File: src/rtl/approx_adder_pkg.sv
// Shared definitions for the pipelined approximate ripple-carry adder:
// per-bit cell mode and the segment-width helper.
package approx_adder_pkg;

    typedef enum logic {
        CELL_EXACT  = 1'b0,
        CELL_APPROX = 1'b1
    } cell_mode_e;

    // Bits per pipeline stage; the last stage takes whatever is left over.
    function automatic int seg_width(input int width, input int stages);
        return (width + stages - 1) / stages;
    endfunction

endpackage

File: src/rtl/approx_fa_cell.sv
// One-bit adder cell, switchable between an exact full adder and the cheap
// approximate cell (S = X & ~Z, carry forced high).
module approx_fa_cell
    import approx_adder_pkg::*;
(
    input  logic       X,
    input  logic       Y,
    input  logic       Z,
    input  cell_mode_e mode,
    output logic       S,
    output logic       Cout
);

    always_comb begin
        if (mode == CELL_APPROX) begin
            S    = X & ~Z;
            Cout = 1'b1;
        end else begin
            S    = X ^ Y ^ Z;
            Cout = (X & Y) | (X & Z) | (Y & Z);
        end
    end

endmodule

File: src/rtl/approx_rca_pipe.sv
// Pipelined ripple-carry adder with per-beat selectable approximate LSBs.
// Each stage ripples one segment and hands carry, partial sum and operands on.
module approx_rca_pipe
    import approx_adder_pkg::*;
#(
    parameter int WIDTH       = 8,
    parameter int APPROX_BITS = 7,
    parameter int STAGES      = 2
) (
    input  logic             clk,
    input  logic             rst_n,
    input  logic             in_valid,
    output logic             in_ready,
    input  logic [WIDTH-1:0] in_a,
    input  logic [WIDTH-1:0] in_b,
    input  logic             in_exact,
    output logic             out_valid,
    input  logic             out_ready,
    output logic [WIDTH:0]   out_sum,
    output logic             out_exact,
    output logic [15:0]      txn_cnt
);

    localparam int SEG  = seg_width(WIDTH, STAGES);
    localparam int LAST = STAGES - 1;

    logic [STAGES-1:0]            valid_q, valid_d;
    logic [STAGES-1:0]            c_q, c_d, c_nxt;
    logic [STAGES-1:0]            tag_q, tag_d;
    logic [STAGES-1:0]            ready, take;
    logic [STAGES-1:0]            src_c, src_tag;
    logic [STAGES-1:0][WIDTH-1:0] a_q, a_d, b_q, b_d, sum_q, sum_d, sum_nxt;
    logic [STAGES-1:0][WIDTH-1:0] src_a, src_b, src_sum;
    logic [WIDTH-1:0]             cell_s;
    logic                         rdy_en_q;
    logic [15:0]                  txn_cnt_q, txn_cnt_d;

    // Operand bits already consumed by earlier stages are carried but never read.
    logic unused_bits;
    assign unused_bits = ^{src_a, src_b, src_sum, a_q, b_q};

    for (genvar s = 0; s < STAGES; s++) begin : g_src
        if (s == 0) begin : g_in
            assign src_a[s]   = in_a;
            assign src_b[s]   = in_b;
            assign src_sum[s] = '0;
            assign src_c[s]   = 1'b0;
            assign src_tag[s] = in_exact;
        end else begin : g_reg
            assign src_a[s]   = a_q[s-1];
            assign src_b[s]   = b_q[s-1];
            assign src_sum[s] = sum_q[s-1];
            assign src_c[s]   = c_q[s-1];
            assign src_tag[s] = tag_q[s-1];
        end
    end

    for (genvar i = 0; i < WIDTH; i++) begin : g_bit
        localparam int SI = i / SEG;
        logic       z, s_bit, co;
        cell_mode_e mode;

        if (i % SEG == 0) begin : g_head
            assign z = src_c[SI];
        end else begin : g_body
            assign z = g_bit[i-1].co;
        end

        if (i < APPROX_BITS) begin : g_apx
            assign mode = src_tag[SI] ? CELL_EXACT : CELL_APPROX;
        end else begin : g_exa
            assign mode = CELL_EXACT;
        end

        approx_fa_cell u_fa (
            .X    (src_a[SI][i]),
            .Y    (src_b[SI][i]),
            .Z    (z),
            .mode (mode),
            .S    (s_bit),
            .Cout (co)
        );

        assign cell_s[i] = s_bit;
    end

    // Stages with no bits left (STAGES not dividing WIDTH) just forward the carry.
    for (genvar s = 0; s < STAGES; s++) begin : g_cout
        localparam int LO = s * SEG;
        localparam int HI = ((s + 1) * SEG < WIDTH) ? (s + 1) * SEG : WIDTH;
        if (LO < WIDTH) begin : g_seg
            assign c_nxt[s] = g_bit[HI-1].co;
        end else begin : g_empty
            assign c_nxt[s] = src_c[s];
        end
    end

    always_comb begin
        sum_nxt = '0;
        for (int s = 0; s < STAGES; s++) begin
            for (int i = 0; i < WIDTH; i++) begin
                sum_nxt[s][i] = (i / SEG == s) ? cell_s[i] : src_sum[s][i];
            end
        end
    end

    // A stage can load when empty or when its occupant leaves this cycle.
    always_comb begin
        ready       = '0;
        take        = '0;
        ready[LAST] = ~valid_q[LAST] | out_ready;
        for (int s = LAST - 1; s >= 0; s--) begin
            ready[s] = ~valid_q[s] | ready[s+1];
        end
        in_ready = rdy_en_q & ready[0];
        take[0]  = in_valid & in_ready;
        for (int s = 1; s < STAGES; s++) begin
            take[s] = valid_q[s-1] & ready[s];
        end
    end

    always_comb begin
        valid_d   = valid_q;
        a_d       = a_q;
        b_d       = b_q;
        sum_d     = sum_q;
        c_d       = c_q;
        tag_d     = tag_q;
        txn_cnt_d = txn_cnt_q;
        for (int s = 0; s < STAGES; s++) begin
            if (ready[s]) valid_d[s] = take[s];
            if (take[s]) begin
                a_d[s]   = src_a[s];
                b_d[s]   = src_b[s];
                sum_d[s] = sum_nxt[s];
                c_d[s]   = c_nxt[s];
                tag_d[s] = src_tag[s];
            end
        end
        if (valid_q[LAST] && out_ready && txn_cnt_q != 16'hFFFF) begin
            txn_cnt_d = txn_cnt_q + 16'd1;
        end
    end

    // rdy_en_q keeps in_ready low until the first edge after reset release.
    always_ff @(posedge clk or negedge rst_n) begin
        if (!rst_n) begin
            rdy_en_q  <= 1'b0;
            valid_q   <= '0;
            a_q       <= '0;
            b_q       <= '0;
            sum_q     <= '0;
            c_q       <= '0;
            tag_q     <= '0;
            txn_cnt_q <= '0;
        end else begin
            rdy_en_q  <= 1'b1;
            valid_q   <= valid_d;
            a_q       <= a_d;
            b_q       <= b_d;
            sum_q     <= sum_d;
            c_q       <= c_d;
            tag_q     <= tag_d;
            txn_cnt_q <= txn_cnt_d;
        end
    end

    assign out_valid = valid_q[LAST];
    assign out_sum   = {c_q[LAST], sum_q[LAST]};
    assign out_exact = tag_q[LAST];
    assign txn_cnt   = txn_cnt_q;

endmodule

File: config.mk
export PLATFORM = sky130hd
export DESIGN_NAME = approx_rca_pipe
export DESIGN_NICKNAME = d
export VERILOG_FILES = /design/src/rtl/approx_adder_pkg.sv /design/src/rtl/approx_fa_cell.sv /design/src/rtl/approx_rca_pipe.sv
export SDC_FILE = /design/constraint.sdc
export NUM_CORES = 1
export LEC_CHECK = 0
export ABC_CLOCK_PERIOD_IN_PS = 2400
export BUFFER_PORTS_ARGS = -buffer_cell sky130_fd_sc_hd__clkbuf_2
export CAP_MARGIN = 40
export CORE_UTILIZATION = 35
export CTS_BUF_LIST = sky130_fd_sc_hd__clkbuf_16
export CTS_CLUSTER_DIAMETER = 40
export CTS_CLUSTER_SIZE = 14
export DETAILED_ROUTE_END_ITERATION = 10
export SLEW_MARGIN = 20
export SYNTH_ARGS = -nofsm -noshare
export SYNTH_HDL_FRONTEND = slang
export SYNTH_SLANG_ARGS = --single-unit
File: constraint.sdc
create_clock -name clk -period 2.4 [get_ports clk]
set_clock_uncertainty 0.05 [all_clocks]
set_input_delay 0.6 -clock clk [delete_from_list [all_inputs] [get_ports clk]]
set_output_delay 0.6 -clock clk [all_outputs]
set_load 0.005 [all_outputs]
==> impl_metrics.tcl <==
set metrics [dict create \
    avgRoutedWirePerCell_um 12.09 \
    r2r_start "b_q[4]$_DFFE_PN0P_" \
    drc 0 \
    cts.sinks 43 \
    gr-usage-all-layers_pct 13.71 \
    most-common-layout-cells "clkbuf_2 (46), dfrtp_1 (43), nand2_1 (22)" \
    relSlewSlack_pct 62.36 \
    status "finished clean" \
    core.rowCount 27 \
    power_density_nw_per_um2 830.2 \
    dp.cells 303 \
    max-vdd-ir-drop_mv 0.3627 \
    final_cells 312 \
    clockBufferDepth 2 \
    ys_ff_latch 43 \
    syn_nets 211 \
    drt_iter0_drc 51 \
    start_util_pct 37.13 \
    cts_buffers 5 \
    syn_area_per_cell_um2 11.50 \
    finalMaxSlewViolations 0 \
    area_growth_pct 28.43 \
    setup_slack_ns 0.05989 \
    wirelength_um 3771 \
    clock_latency_ns 0.28 \
    viasPerCell 4.593 \
    totalPowerFinal_mw 2.220 \
    netlist_instances 181 \
    async_flop_share_pct 100.0 \
    synth_edf_count 0 \
    ios 49 \
    grt_max_degree 44 \
    criticalPathCategory "in -> reg" \
    end_kind "flop" \
    fin_crit_sh_pct 97.50 \
    antenna_left 0 \
    dp_hpwl_um 2826 \
    fp.dieH_um 79.13 \
    fin_crit_ns 2.340 \
    dieArea_um2 6261 \
    critPathMaxFanout 1 \
    p_leak_nw 1.377 \
    ys_types 33 \
    grt_pass1_wl_um 6513 \
    die_w_um 79.13 \
    cp.required_ns 2.50 \
    synth_seq_area_share_pct 51.68 \
    cap_viol_max_count 0 \
    place.gp.congestion 0.7253 \
    r2r_slack_ns 0.09 \
    setup_violations 0 \
    clkTransAtPathRegs_ns 0.06 \
    finalHoldViolCount 0 \
    fmax_mhz 427.3 \
    antenna_found_initial 0 \
    fillers 565 \
    hp-class "in -> async" \
    crit_path_start_kind "primary input" \
    htreeDepth 2 \
    grt_remaining_overflow 0 \
    clock-root-buffer "clkbuf_16" \
    syn_area_um2 2082 \
    port_buffers 48 \
    r2r-end "out_sum[7]$_DFFE_PN0P_" \
    core_area_um2 5608 \
    drive_above_1_share_pct 39.17 \
    cp.arrival_ns 2.44 \
    ys_warn_count 0 \
    ys.flop_type "dfrtp_1" \
    final_nets 269 \
    cts_tree "built" \
    layout_commonest_cell "clkbuf_2" \
    ff2ff_path_depth 8 \
    antenna_cells 0 \
    post-place-ws_ns -0.2752 \
    grt_pass1_vias 1419 \
    tightest_slew_ns 0.5630 \
    vias 1433 \
    drt_first_pass_iters 4 \
]
per-stage QoR:
stage / cell area, um^2 / setup TNS, ns / util (%) / hold slack (ns)
floorplan: 2121 / -0.1772 / - / 0.2544
global placement: 2460 / -0.3903 / 43.86 / 0.4109
detailed placement: 2460 / -0.4498 / 43.86 / 0.4176
CTS: 2624 / 0 / 46.79 / 0.3597
global route: 2674 / -0.006998 / 47.68 / 0.3906
finish: 2674 / 0 / 47.68 / 0.3421
worst max-delay path, stage by stage:
cell and delay [ns]:
buf_6 0.07, ha_4 0.13, nor2b_4 0.04, fa_2 0.33, and2_4 0.14, fa_2 0.31, and2_4 0.14, fa_1 0.50
nand2b_4 0.11, o21ai_1 0.05
synth_stat cells, types with 4 or more instances:
cell | count | area, um^2
inv_1 | 13 | 48.80
fa_1 | 7 | 140.1
xor2_1 | 13 | 113.9
o21ai_0 | 9 | 45.04
nand2b_1 | 7 | 43.79
and2_1 | 6 | 37.54
nor3_1 | 4 | 20.02
nand3_1 | 5 | 25.02
clkbuf_1 | 4 | 15.01
nand2_1 | 22 | 82.58
dfrtp_1 | 43 | 1076
mux2_2 | 15 | 168.9
nor2_1 | 7 | 26.28
logic make-up after synthesis:
| kind of cell | after synthesis | share of synthesized area (%) |
|---|---|---|
| other cells | 1 | 0.1801 |
| buf+inv | 17 | 3.065 |
| mux | 17 | 9.315 |
| fa+ha+maj | 9 | 7.932 |
| compound gates | 15 | 4.928 |
| xor+xnor | 14 | 5.890 |
| flops | 43 | 51.68 |
| simple gates | 65 | 17.01 |
per-layer routing:
layer	vias to the layer above	track usage [%]	wire, um
met5	-	0	0
met4	0	5.455	63
met3	7	4.253	209
met2	36	23.45	1870
met1	681	15.91	1628
li1	709	-	-
how the worst max path moves through the flow:
stage               startpoint                      end  slack (ns)  cells past startpoint
floorplan             in_exact  src_sum[11]$_DFFE_PN0P_       -0.14                      9
global placement       in_a[0]  src_sum[11]$_DFFE_PN0P_       -0.25                     10
detailed placement     in_a[0]  src_sum[11]$_DFFE_PN0P_       -0.28                     10
CTS                    in_a[0]  src_sum[11]$_DFFE_PN0P_        0.02                     10
global route           in_a[0]  src_sum[11]$_DFFE_PN0P_      -0.007                     10
finish                 in_b[0]  src_sum[11]$_DFFE_PN0P_        0.06                     10
cell type report:
class	instances	area, um^2	share of cell area (%)
Multi-Input combinational cell	121	989.7	37.01
Sequential cell	43	1076	40.24
Clock buffer	5	125.1	4.679
Tap cell	72	90.09	3.369
Clock inverter	3	38.79	1.451
Inverter	13	48.80	1.825
Timing Repair Buffer	55	305.3	11.42
sequential cells by signal (all words and copies together), names as in the netlist:
signal    flops
txn_cnt      16
c_q           2
a_q           4
rdy_en_q      1
out_sum       8
src_sum       4
valid_q       2
b_q           4
tag_q         2
repair_timing:
action | CTS | global route
hold buffers | 0 | 0
setup buffers | 0 | 1
gates resized for setup | 0 | 13
setup endpoints to repair | 0 | 3
where the power goes:
group	switching, mW	leakage [nW]	total (mW)	internal [mW]
Clock	0.267	0.0812	0.752	0.485
Sequential	0.129	0.547	0.998	0.870
Combinational	0.206	0.749	0.470	0.264
Total	0.601	1.38	2.22	1.62
Power figures use the tool's default switching activity.
